`config.mk`:
```
export PLATFORM = sky130hd
export DESIGN_NAME = stage_fetch
export DESIGN_NICKNAME = d
export VERILOG_FILES = /design/src/rtl/tinycpu_fetch_pkg.sv /design/src/rtl/fetch_perf_counters.sv /design/src/rtl/stage_fetch.sv
export SDC_FILE = /design/constraint.sdc
export NUM_CORES = 1
export LEC_CHECK = 0
export ABC_AREA = 1
export CORE_MARGIN = 5
export CORE_UTILIZATION = 25
export CTS_BUF_LIST = sky130_fd_sc_hd__clkbuf_8 sky130_fd_sc_hd__clkbuf_16
export CTS_CLUSTER_DIAMETER = 150
export DETAILED_ROUTE_END_ITERATION = 6
export HOLD_SLACK_MARGIN = 0.05
export PLACE_DENSITY = 0.55
export SLEW_MARGIN = 25
export SYNTH_ARGS = -nofsm -noshare
export SYNTH_HDL_FRONTEND = slang
export SYNTH_SLANG_ARGS = --single-unit
```
`constraint.sdc`:
```
create_clock -name clk -period 1.6 [get_ports clk]
set_input_delay 0.16 -clock clk [delete_from_list [all_inputs] [get_ports clk]]
set_output_delay 0.16 -clock clk [all_outputs]
set_load 0.02 [all_outputs]
```
`src/rtl/tinycpu_fetch_pkg.sv`:
```
// Shared fetch-stage types and constants: state encoding, no-op word and reset PC.
// Used by stage_fetch and, with STAGE_FETCH_PERF_CNT_EN, by fetch_perf_counters.
package tinycpu_fetch_pkg;

    localparam int unsigned XLEN = 32;

    typedef logic [XLEN-1:0] word_t;

    typedef enum logic [1:0] {
        REQ  = 2'd0,
        WAIT = 2'd1,
        HOLD = 2'd2
    } fetch_state_t;

    localparam word_t NOP_INSTR        = XLEN'(0);
    localparam word_t DEFAULT_RESET_PC = XLEN'(0);

    // Address arithmetic is modulo 2^XLEN; the carry out is discarded on purpose.
    function automatic word_t pc_advance(input word_t pc, input word_t step);
        return pc + step;
    endfunction

endpackage

```
`src/rtl/fetch_perf_counters.sv`:
```
// Fetch performance counters: consumed instructions and decode-stall cycles.
// Only instantiated when STAGE_FETCH_PERF_CNT_EN is defined.
module fetch_perf_counters
    import tinycpu_fetch_pkg::*;
(
    input  logic            clk,
    input  logic            rst,
    input  logic            consume,
    input  logic            stall_cycle,
    output logic [XLEN-1:0] fetch_count,
    output logic [XLEN-1:0] stall_count
);

    // Free-running wrap-around counters, cleared by the synchronous active-low reset.
    always_ff @(posedge clk) begin
        if (!rst) begin
            fetch_count <= XLEN'(0);
            stall_count <= XLEN'(0);
        end else begin
            if (consume) begin
                fetch_count <= fetch_count + XLEN'(1);
            end
            if (stall_cycle) begin
                stall_count <= stall_count + XLEN'(1);
            end
        end
    end

endmodule

```
`src/rtl/stage_fetch.sv`:
```
// Instruction fetch stage: one outstanding imem request, a one-entry holding register
// toward decode, jump redirect with squash. STAGE_FETCH_PERF_CNT_EN adds perf counters.
module stage_fetch
    import tinycpu_fetch_pkg::*;
#(
    parameter logic [XLEN-1:0] RESET_PC = DEFAULT_RESET_PC,
    parameter logic [XLEN-1:0] PC_STEP  = XLEN'(1)
) (
    input  logic            clk,
    input  logic            rst,
    input  logic            stall,
    input  logic            jump_taken,
    input  logic [XLEN-1:0] jump_target,
    output logic            imem_req,
    output logic [XLEN-1:0] imem_addr,
    input  logic            imem_ready,
    input  logic            imem_rvalid,
    input  logic [XLEN-1:0] imem_rdata,
    output logic [XLEN-1:0] current_instruction,
    output logic [XLEN-1:0] current_pc,
    output logic            squash
`ifdef STAGE_FETCH_PERF_CNT_EN
    ,
    output logic [XLEN-1:0] fetch_count,
    output logic [XLEN-1:0] stall_count
`endif
);

    fetch_state_t    state;
    fetch_state_t    state_next;

    logic [XLEN-1:0] pc;
    logic [XLEN-1:0] addr_sent;
    logic [XLEN-1:0] ireg;
    logic            drop;

    logic            accept;
    logic            resp;
    logic            capture;

    // State register.
    always_ff @(posedge clk) begin
        if (!rst) begin
            state <= REQ;
        end else begin
            state <= state_next;
        end
    end

    // Next-state logic; jump_taken outranks stall, imem_ready and imem_rvalid.
    always_comb begin
        state_next = state;
        case (state)
            REQ: begin
                if (imem_ready) begin
                    state_next = WAIT;
                end
            end
            WAIT: begin
                if (jump_taken) begin
                    if (imem_rvalid) begin
                        state_next = REQ;
                    end
                end else if (imem_rvalid) begin
                    state_next = drop ? REQ : HOLD;
                end
            end
            HOLD: begin
                if (jump_taken || !stall) begin
                    state_next = REQ;
                end
            end
            default: state_next = REQ;
        endcase
    end

    // Output and handshake decode; nothing is requested or presented while in reset.
    always_comb begin
        imem_req            = 1'b0;
        imem_addr           = pc;
        current_instruction = NOP_INSTR;
        accept              = 1'b0;
        resp                = 1'b0;
        capture             = 1'b0;
        if (rst) begin
            imem_req = (state == REQ);
            accept   = (state == REQ) && imem_ready;
            resp     = (state == WAIT) && imem_rvalid;
            capture  = resp && !drop && !jump_taken;
            if (state == HOLD) begin
                current_instruction = ireg;
            end
        end
    end

    // Datapath: PC, in-flight address, holding register and drop flag.
    always_ff @(posedge clk) begin
        if (!rst) begin
            pc         <= RESET_PC;
            addr_sent  <= XLEN'(0);
            ireg       <= NOP_INSTR;
            current_pc <= XLEN'(0);
            drop       <= 1'b0;
            squash     <= 1'b0;
        end else begin
            squash <= jump_taken;

            if (jump_taken) begin
                pc <= jump_target;
            end else if (accept) begin
                pc <= pc_advance(pc, PC_STEP);
            end

            if (accept) begin
                addr_sent <= pc;
                drop      <= jump_taken;
            end else if (state == WAIT) begin
                // A response always retires the outstanding request; a jump without one marks it stale.
                drop <= imem_rvalid ? 1'b0 : (drop || jump_taken);
            end

            if (capture) begin
                ireg       <= imem_rdata;
                current_pc <= addr_sent;
            end else if ((state == HOLD) && jump_taken) begin
                ireg <= NOP_INSTR;
            end
        end
    end

`ifdef STAGE_FETCH_PERF_CNT_EN
    logic consume;
    logic stall_cycle;

    assign consume     = rst && (state == HOLD) && !stall && !jump_taken;
    assign stall_cycle = rst && (state == HOLD) && stall;

    fetch_perf_counters u_perf (
        .clk         (clk),
        .rst         (rst),
        .consume     (consume),
        .stall_cycle (stall_cycle),
        .fetch_count (fetch_count),
        .stall_count (stall_count)
    );
`endif

endmodule

```
==> results.py, run 1 <==
metrics = {
    "setup_path": {
        "required_ps": 1440,
        "cp_slowest_cell": "clkdlybuf4s50_1",
        "critical_path.max_fanout": 2,
        "crit_type": "register to primary output",
        "cpLargestDelayFamily": "buffers and inverters",
        "worstSetupEndpointType": "primary output",
        "crit_buf_inv": 1,
        "crit_start": "current_pc[24]",
        "path_depth": 1,
        "reg2reg_depth": 8,
        "timing.rr.end": "imem_addr[16]",
        "worst-r2r-setup-slack_ps": 130,
        "crit_end": "current_pc[24]",
        "r2r-start": "imem_addr[1]",
        "start_kind": "register",
        "path_cells": "clkdlybuf4s50_1",
        "critPathMaxStageDelay_ps": 620,
        "critPathArrivalTime_ps": 1390,
    },
    "power": {
        "power_mw": 7.87,
        "ir_worst_vdd_mv": 0.410,
        "intPower_mw": 5.80,
        "leakage_nw": 3.84,
        "pwr-share-seq": 0.445,
        "switchingPower_mw": 2.07,
        "clock_power_share": 0.443,
        "p_comb_frac": 0.112,
        "powerDensity_nw_per_um2": 902,
        "sw_frac_of_total": 0.263,
    },
    "placed_design": {
        "numPortBuffers": 167,
        "dp.cells": 1341,
        "place_congestion": 0.895,
        "place_area_um2": 8170,
        "hpwl_um": 15100,
        "detailedPlace.worstSlack_ps": -76.1,
    },
    "job": {
        "cap_viol_max_count": 0,
    },
    "clock_network": {
        "cts-buffers-inserted": 17,
        "cts_root_buffer": "clkbuf_16",
        "insertion_delay_ps": 420,
        "htreeDepth": 4,
        "tritoncts": "yes",
        "hold_buffers": 0,
        "clock-sinks": 132,
        "cts_buffer_depth": 2,
        "path_clk_slew_ps": 60,
    },
    "detailed_routing": {
        "num_vias": 5840,
        "wl_um": 19800,
        "met1_length_um": 9470,
        "dr_wl_met3_um": 875,
        "detail_route.wl_per_cell_um": 14.4,
        "wl_met2_um": 9060,
        "via_per_inst": 4.25,
        "topRoutingLayerUsed": "met4",
        "ant_nets": 0,
        "dr.pass1.iters": 5,
        "drt_iter0_markers": 422,
        "drcViolationCount": 0,
    },
    "finish": {
        "area_delta_synth_final_pct": 48.9,
        "drive_gt1_frac": 0.166,
        "postLayoutCellArea_um2": 8730,
        "final_cells": 1374,
        "antenna_cells": 0,
        "fin_util": 0.375,
        "nets": 1114,
        "nFillCells": 2566,
    },
    "grt": {
        "overflow": 0,
        "track_usage": 0.146,
        "first_global_vias": 5439,
        "grt_pass1_wl_um": 30300,
        "grt_antenna_before_repair": 0,
        "grt_max_degree": 41,
    },
    "sta": {
        "fin_skew_ps": 5.59,
        "tns_ps": 0,
        "tightest_slew_ps": 407,
        "whs_ps": 192,
        "slew_headroom": 0.729,
        "min_period_over_period": 0.972,
        "rsz0062_at_grt": "true",
        "drv_slew": 0,
        "worst_slack_ps": 45.5,
        "setup_viol": 0,
        "max_freq_mhz": 643,
        "hold_viol": 0,
        "min_period_ps": 1550,
    },
    "floorplanning": {
        "start_util": 0.252,
        "dieArea_um2": 26600,
        "ios": 168,
        "rows": 56,
        "die_w_um": 163,
        "die_h_um": 163,
        "coreArea_um2": 23300,
    },
    "outcome": {
        "outcome": "finished, final reports clean",
    },
    "yosys": {
        "yosys_most_used_dff": "dfxtp_1",
        "synth_nets": 923,
        "ys_ff_latch": 132,
        "seq_area_frac_synth": 0.451,
        "avgSynthCellArea_um2": 6.88,
        "syn-cell-area_um2": 5860,
        "syn_inst": 852,
        "synth_edf_count": 0,
        "yosysWarnings": 0,
        "synthArstFlopShare": 0,
        "ys_types": 32,
    },
    "min_path": {
        "hp-class": "input pin to register",
    },
}
worst reg2reg max path: cells and delay by family, from the launching register on:
family / cells / cell delay [ps]
AO/OA/AOI/OAI: 1 / 110
flip-flops: 1 / 330
adder cells (fa/ha/maj): 1 / 160
XOR/XNOR: 1 / 170
AND/OR/NAND/NOR: 5 / 640
worst min-delay path by stage:
stage,from,end,slack [ps],cells after the start
finish,rst,ireg[15],190,4
global route,rst,ireg[15],190,4
CTS,rst,ireg[15],170,4
detailed placement,addr_sent[25],current_pc[25],440,2
global placement,addr_sent[24],current_pc[24],440,2
floorplan,imem_rdata[0],ireg[0],270,2
cell usage after synthesis (all sizes together), types with 2 or more instances:
library cell	n	area, um2
nor3	3	15.0
xor2	12	105
nor2	88	419
nand3	95	480
clkbuf	17	63.8
buf	29	139
xnor2	2	17.5
nand2	297	1130
nand3b	2	15.0
a21oi	29	149
nand4	4	31.3
inv	61	229
a31oi	4	25.0
dfxtp	132	2640
o21ai	72	364
registers in the layout (all words and copies together), names as in the netlist:
register,cells
imem_addr,32
state,2
squash,1
drop,1
ireg,32
addr_sent,32
current_pc,32
what timing repair did:
action | CTS | global route
endpoints found under the hold margin | 0 | 0
resized for setup | 168 | 76
setup endpoints to repair | 64 | 69
gates cloned | 0 | 1
setup buffers | 0 | 1
pin swaps | 0 | 2
power by group through the flow:
stage / Combinational, mW / Sequential [mW] / Clock [mW]
6_report: 0.879 / 3.51 / 3.49
5_1_grt: 0.966 / 3.52 / 3.73
2_1_floorplan: 0.340 / 3.62 / 0
4_1_cts: 0.872 / 3.50 / 3.58
3_3_place_gp: 0.899 / 3.57 / 0
3_5_place_dp: 0.902 / 3.57 / 0
metal layers:
layer,GRT usage,vias to the layer above
li1,-,3085
met1,0.200,2614
met2,0.224,121
met3,0.0376,20
met4,0.0477,0
met5,0,-
cells in the final DEF (no fill, tap or decap), types with 2 or more instances in the layout:
master and instances:
buf_6 3, buf_2 2, nand4_1 3, clkinvlp_4 6, nor3_1 2, inv_2 6, nand2_1 290, clkbuf_16 17
nor2_2 14, nand3b_1 2, nand3_1 94, xnor2_1 2, dfxtp_2 10, dlymetal6s2s_1 7, nor2_1 59, a21oi_1 28
dfxtp_1 122, a31oi_1 4, buf_4 73, inv_1 55, clkdlybuf4s50_1 95, nand2_4 3, clkinv_2 4, dlygate4sd2_1 31
xor2_1 12, clkinv_4 3, nand2_2 4, buf_12 6, o21ai_0 48, o21ai_1 23, nor2_4 14
layout make-up:
cell class / instances / area [um2] / area share
repair inverters: 1 / 7.51 / 0.000860
clock inverters: 13 / 88.8 / 0.0102
well taps: 319 / 399 / 0.0457
flip-flops and latches: 132 / 2660 / 0.304
clock buffers: 18 / 439 / 0.0503
inverters: 62 / 236 / 0.0271
multi-input cells: 612 / 2880 / 0.330
repair buffers: 217 / 2020 / 0.232
cells by family after synthesis:
kind of cell,count (synthesis),synth area share
simple gates,491,0.359
flops,132,0.451
buf+inv,108,0.0743
compound gates,106,0.0933
xor+xnor,14,0.0209
fa+ha+maj,1,0.00213
No activity file was read; power rests on OpenSTA's default activity.
==> inputs of run 2 (changes only) <==
- PLACE_DENSITY: 0.55 -> unset
- PLACE_DENSITY_LB_ADDON: unset -> 0.05
==> run 2 against run 1 <==
  * Critical path type is now register to register
  * Final cell count is 2.2% higher
  * Cell area is 6.4% higher
  * Clock skew is 7.9 ps higher
  * Clock power is 21% higher
  * Die area stayed put
  * Worst setup slack worse by 45 ps
  * Sequential share of layout area is 1.8 points lower
  * Register-to-register slack worse by 130 ps
==> results.py, run 2 (synthesis results as in run 1) <==
metrics = {
    "detailed_routing": {
        "num_vias": 6022,
        "via_per_inst": 4.29,
        "drt_iter0_markers": 338,
        "wl_um": 21600,
        "drcViolationCount": 0,
        "detail_route.wl_per_cell_um": 15.4,
        "ant_nets": 0,
        "dr.pass1.iters": 5,
    },
    "clock_network": {
        "cts_root_buffer": "clkbuf_16",
        "htreeDepth": 4,
        "cts_buffer_depth": 2,
        "tritoncts": "yes",
        "cts-buffers-inserted": 17,
        "hold_buffers": 0,
        "path_clk_slew_ps": 60,
        "insertion_delay_ps": 420,
        "clock-sinks": 132,
    },
    "sta": {
        "max_freq_mhz": 625,
        "tns_ps": 0,
        "slew_headroom": 0.732,
        "rsz0062_at_grt": "true",
        "drv_slew": 0,
        "fin_skew_ps": 13.4,
        "min_period_over_period": 1.00,
        "hold_viol": 0,
        "tightest_slew_ps": 403,
        "setup_viol": 0,
        "whs_ps": 209,
        "min_period_ps": 1600,
    },
    "grt": {
        "overflow": 0,
        "track_usage": 0.164,
        "grt_max_degree": 34,
        "grt_antenna_before_repair": 0,
        "grt_pass1_wl_um": 34100,
        "first_global_vias": 5877,
    },
    "setup_path": {
        "reg2reg_depth": 9,
        "worstSetupEndpointType": "register",
        "critical_path.max_fanout": 16,
        "start_kind": "register",
        "required_ps": 1900,
        "critPathArrivalTime_ps": 1900,
        "r2r-start": "state[1]",
        "crit_type": "register to register",
        "timing.rr.end": "ireg[20]",
        "worst-r2r-setup-slack_ps": 0.7,
    },
    "finish": {
        "drive_gt1_frac": 0.208,
        "nFillCells": 2530,
        "area_delta_synth_final_pct": 58.4,
        "mostFrequentLayoutCells": "289 x nand2_1, 121 x dfxtp_1, 99 x clkdlybuf4s50_1",
        "nets": 1143,
        "final_cells": 1404,
        "postLayoutCellArea_um2": 9290,
        "multi_input_area_um2": 2990,
        "layout_commonest_cell": "nand2_1",
        "regArea_um2": 2660,
        "antenna_cells": 0,
    },
    "floorplanning": {
        "die_h_um": 163,
        "ios": 168,
        "coreArea_um2": 23300,
        "start_util": 0.252,
        "die_w_um": 163,
        "dieArea_um2": 26600,
        "rows": 56,
    },
    "min_path": {
        "min_path_cells": 4,
        "hp-class": "input pin to register",
        "worstHoldEndpoint": "ireg[15]",
        "hold_path_startpoint": "rst",
    },
    "placed_design": {
        "dp.cells": 1361,
        "hpwl_um": 15600,
        "place_area_um2": 8350,
        "numPortBuffers": 167,
        "place_congestion": 0.829,
    },
    "power": {
        "powerDensity_nw_per_um2": 934,
        "ir_worst_vdd_mv": 0.490,
        "leakage_nw": 4.01,
    },
    "job": {
        "cap_viol_max_count": 0,
    },
    "outcome": {
        "outcome": "finished, final reports clean",
    },
}
-- run 2: timing repair --
action,CTS,global route
endpoints found under the setup margin,64,89
setup buffers,5,2
pin swaps,3,12
cloned,2,2
resized for setup,193,107
-- run 2: power breakdown --
group,internal (mW),switching (mW)
logic,0.433,0.513
registers,3.40,0.0985
clock network,2.62,1.60
total,6.46,2.21
-- run 2: layout make-up --
class,count,share of cell area
Clock buffer,17,0.0458
Clock inverter,15,0.0220
Inverter,62,0.0263
Multi-Input combinational cell,612,0.322
Sequential cell,132,0.286
Tap cell,319,0.0430
Timing Repair Buffer,244,0.252
Timing Repair inverter,3,0.00323
-- run 2: layer usage --
layer / global-route usage / vias up / wire, um
li1: - / 3148 / -
met2: 0.246 / 133 / 9450
met5: 0 / - / 0
met1: 0.240 / 2724 / 10900
met4: 0.0454 / 0 / 236
met3: 0.0315 / 17 / 998
-- run 2: how the worst max path moves through the flow --
| stage | cells after the start | from | to | slack, ps |
|---|---|---|---|---|
| 2_1_floorplan | 8 | imem_addr[1] | imem_addr[14] | 50 |
| 3_5_place_dp | 5 | state[1] | current_instruction[10] | -110 |
| 5_1_grt | 7 | state[1] | current_instruction[7] | -70 |
| 4_1_cts | 7 | state[1] | current_instruction[7] | -40 |
| 3_3_place_gp | 5 | state[1] | current_instruction[6] | -70 |
| 6_report | 9 | state[1] | ireg[20] | 0.7 |
-- run 2: critical path: stages, from the launching register on --
cell,delay [ps]
dfxtp_2,330
inv_2,50
nor2_4,140
buf_12,130
inv_4,70
buf_4,150
buf_4,130
o21ai_4,200
clkbuf_16,230
o21ai_1,70
-- run 2: stage by stage --
step	util	setup slack, ps	power [mW]
2_1_floorplan	-	50.7	3.96
3_3_place_gp	0.359	-67.0	4.52
3_5_place_dp	0.359	-114	4.52
4_1_cts	0.384	-38.1	8.77
5_1_grt	0.399	-67.7	9.04
6_report	0.399	0.653	8.67
==> inputs of run 3 (changes only) <==
- SKIP_CTS_REPAIR_TIMING: unset -> 1
==> run 3 against run 2 <==
  * The flow now finishes with violations (setup timing)
  * Die area did not move
  * Sequential cell count did not move
  * First-iteration DRC count down 2.1%
  * Power grew 0.19%
  * Critical endpoint unchanged
  * Largest cell class unchanged
  * Largest power group unchanged
==> results.py, run 3 (synthesis results as in run 1) <==
metrics = {
    "outcome": {
        "outcome": "finished, violations left",
        "violations": "setup timing",
    },
    "power": {
        "powerDensity_nw_per_um2": 925,
        "leakage_nw": 4.38,
        "ir_worst_vdd_mv": 0.492,
        "power_mw": 8.69,
    },
    "setup_path": {
        "critical_path.max_fanout": 16,
        "critPathArrivalTime_ps": 1960,
        "cpLargestDelayFamily": "buffers and inverters",
        "worstSetupEndpointType": "register",
        "critPathMaxStageDelay_ps": 330,
        "cp_slowest_cell": "dfxtp_2",
        "crit_type": "register to register",
        "path_cells": "inv_2, nor2_4, buf_12, inv_16, buf_4, o21ai_4, clkbuf_16, o21ai_1",
        "required_ps": 1900,
        "crit_buf_inv": 5,
        "start_kind": "register",
    },
    "sta": {
        "slew_headroom": 0.728,
        "fin_skew_ps": 11.2,
        "max_freq_mhz": 601,
        "min_period_over_period": 1.04,
        "setup_viol": 39,
        "hold_viol": 0,
        "drv_slew": 0,
        "worst_slack_ps": -63.0,
        "rsz0062_at_grt": "true",
        "tightest_slew_ps": 408,
        "min_period_ps": 1660,
    },
    "grt": {
        "grt_max_degree": 34,
        "overflow": 0,
        "track_usage": 0.160,
        "grt_util_met1": 0.233,
        "first_global_vias": 5802,
        "busiest_layer": "met2",
        "grt_use_met2": 0.241,
        "grt_antenna_before_repair": 0,
        "grt_pass1_wl_um": 33400,
        "grtUsageMet3": 0.0313,
    },
    "placed_design": {
        "dp.cells": 1361,
        "numPortBuffers": 167,
        "hpwl_um": 15600,
        "place_congestion": 0.829,
    },
    "floorplanning": {
        "coreArea_um2": 23300,
        "ios": 168,
        "die_w_um": 163,
        "die_h_um": 163,
        "start_util": 0.252,
        "dieArea_um2": 26600,
        "rows": 56,
    },
    "finish": {
        "regArea_um2": 2660,
        "layout_commonest_cell": "nand2_1",
        "drive_gt1_frac": 0.201,
        "nets": 1140,
        "final_cells": 1401,
        "multi_input_area_um2": 3000,
        "mostFrequentLayoutCells": "288 x nand2_1, 121 x dfxtp_1, 99 x clkdlybuf4s50_1",
        "antenna_cells": 0,
        "area_delta_synth_final_pct": 60.1,
        "nFillCells": 2521,
    },
    "detailed_routing": {
        "drt_iter0_markers": 331,
        "num_vias": 6029,
        "ant_nets": 0,
        "dr.pass1.iters": 4,
        "detail_route.wl_per_cell_um": 15.5,
        "wl_um": 21700,
        "drcViolationCount": 0,
        "via_per_inst": 4.30,
    },
    "job": {
        "cap_viol_max_count": 0,
    },
    "clock_network": {
        "htreeDepth": 4,
        "path_clk_slew_ps": 60,
        "cts_root_buffer": "clkbuf_16",
        "cts_buffer_depth": 2,
        "insertion_delay_ps": 420,
        "tritoncts": "yes",
        "clock-sinks": 132,
        "cts-buffers-inserted": 17,
    },
    "min_path": {
        "hp-class": "input pin to register",
    },
}
run 3: path summary, 6_finish.rpt:
path                  from             end  slack, ps  cells after the start
min reg2reg  addr_sent[30]  current_pc[30]        450                      2
max reg2reg       state[1]        ireg[20]        -60                      8
min                    rst        ireg[15]        210                      4
max               state[1]        ireg[20]        -60                      8
run 3: per-layer routing:
| layer | vias up | share of wire | wire length (um) |
|---|---|---|---|
| li1 | 3146 | - | - |
| met1 | 2741 | 0.51 | 11000 |
| met2 | 123 | 0.44 | 9470 |
| met3 | 19 | 0.045 | 965 |
| met4 | 0 | 0.013 | 289 |
| met5 | - | 0 | 0 |
run 3: power by group:
group          internal (mW)  total [mW]  switching [mW]
Combinational          0.460       0.977           0.517
Clock                   2.62        4.21            1.59
Sequential              3.40        3.50          0.0978
run 3: tightest hold or removal path, cell delays in order:
cell     delay [ps]
buf_4           110
buf_12          160
nand3_1          80
o21ai_1          60
run 3: through the flow:
step           TNS, ps  hold WS, ps  cell area [um2]  worst slack (ps)   util
2_1_floorplan        0          273             5860              50.7      -
3_3_place_gp     -2020          438             8350             -67.0  0.359
3_5_place_dp     -3230          443             8350              -114  0.359
4_1_cts         -21820          188             8980              -575  0.386
5_1_grt          -3970          227             9390              -131  0.404
6_report          -908          208             9390             -63.0  0.404
run 3: layout make-up:
cell class	count	share of cell area
multi-input cells	612	0.320
inverters	62	0.0260
repair buffers	241	0.257
flip-flops and latches	132	0.283
clock inverters	15	0.0217
clock buffers	17	0.0453
repair inverters	3	0.00506
well taps	319	0.0425
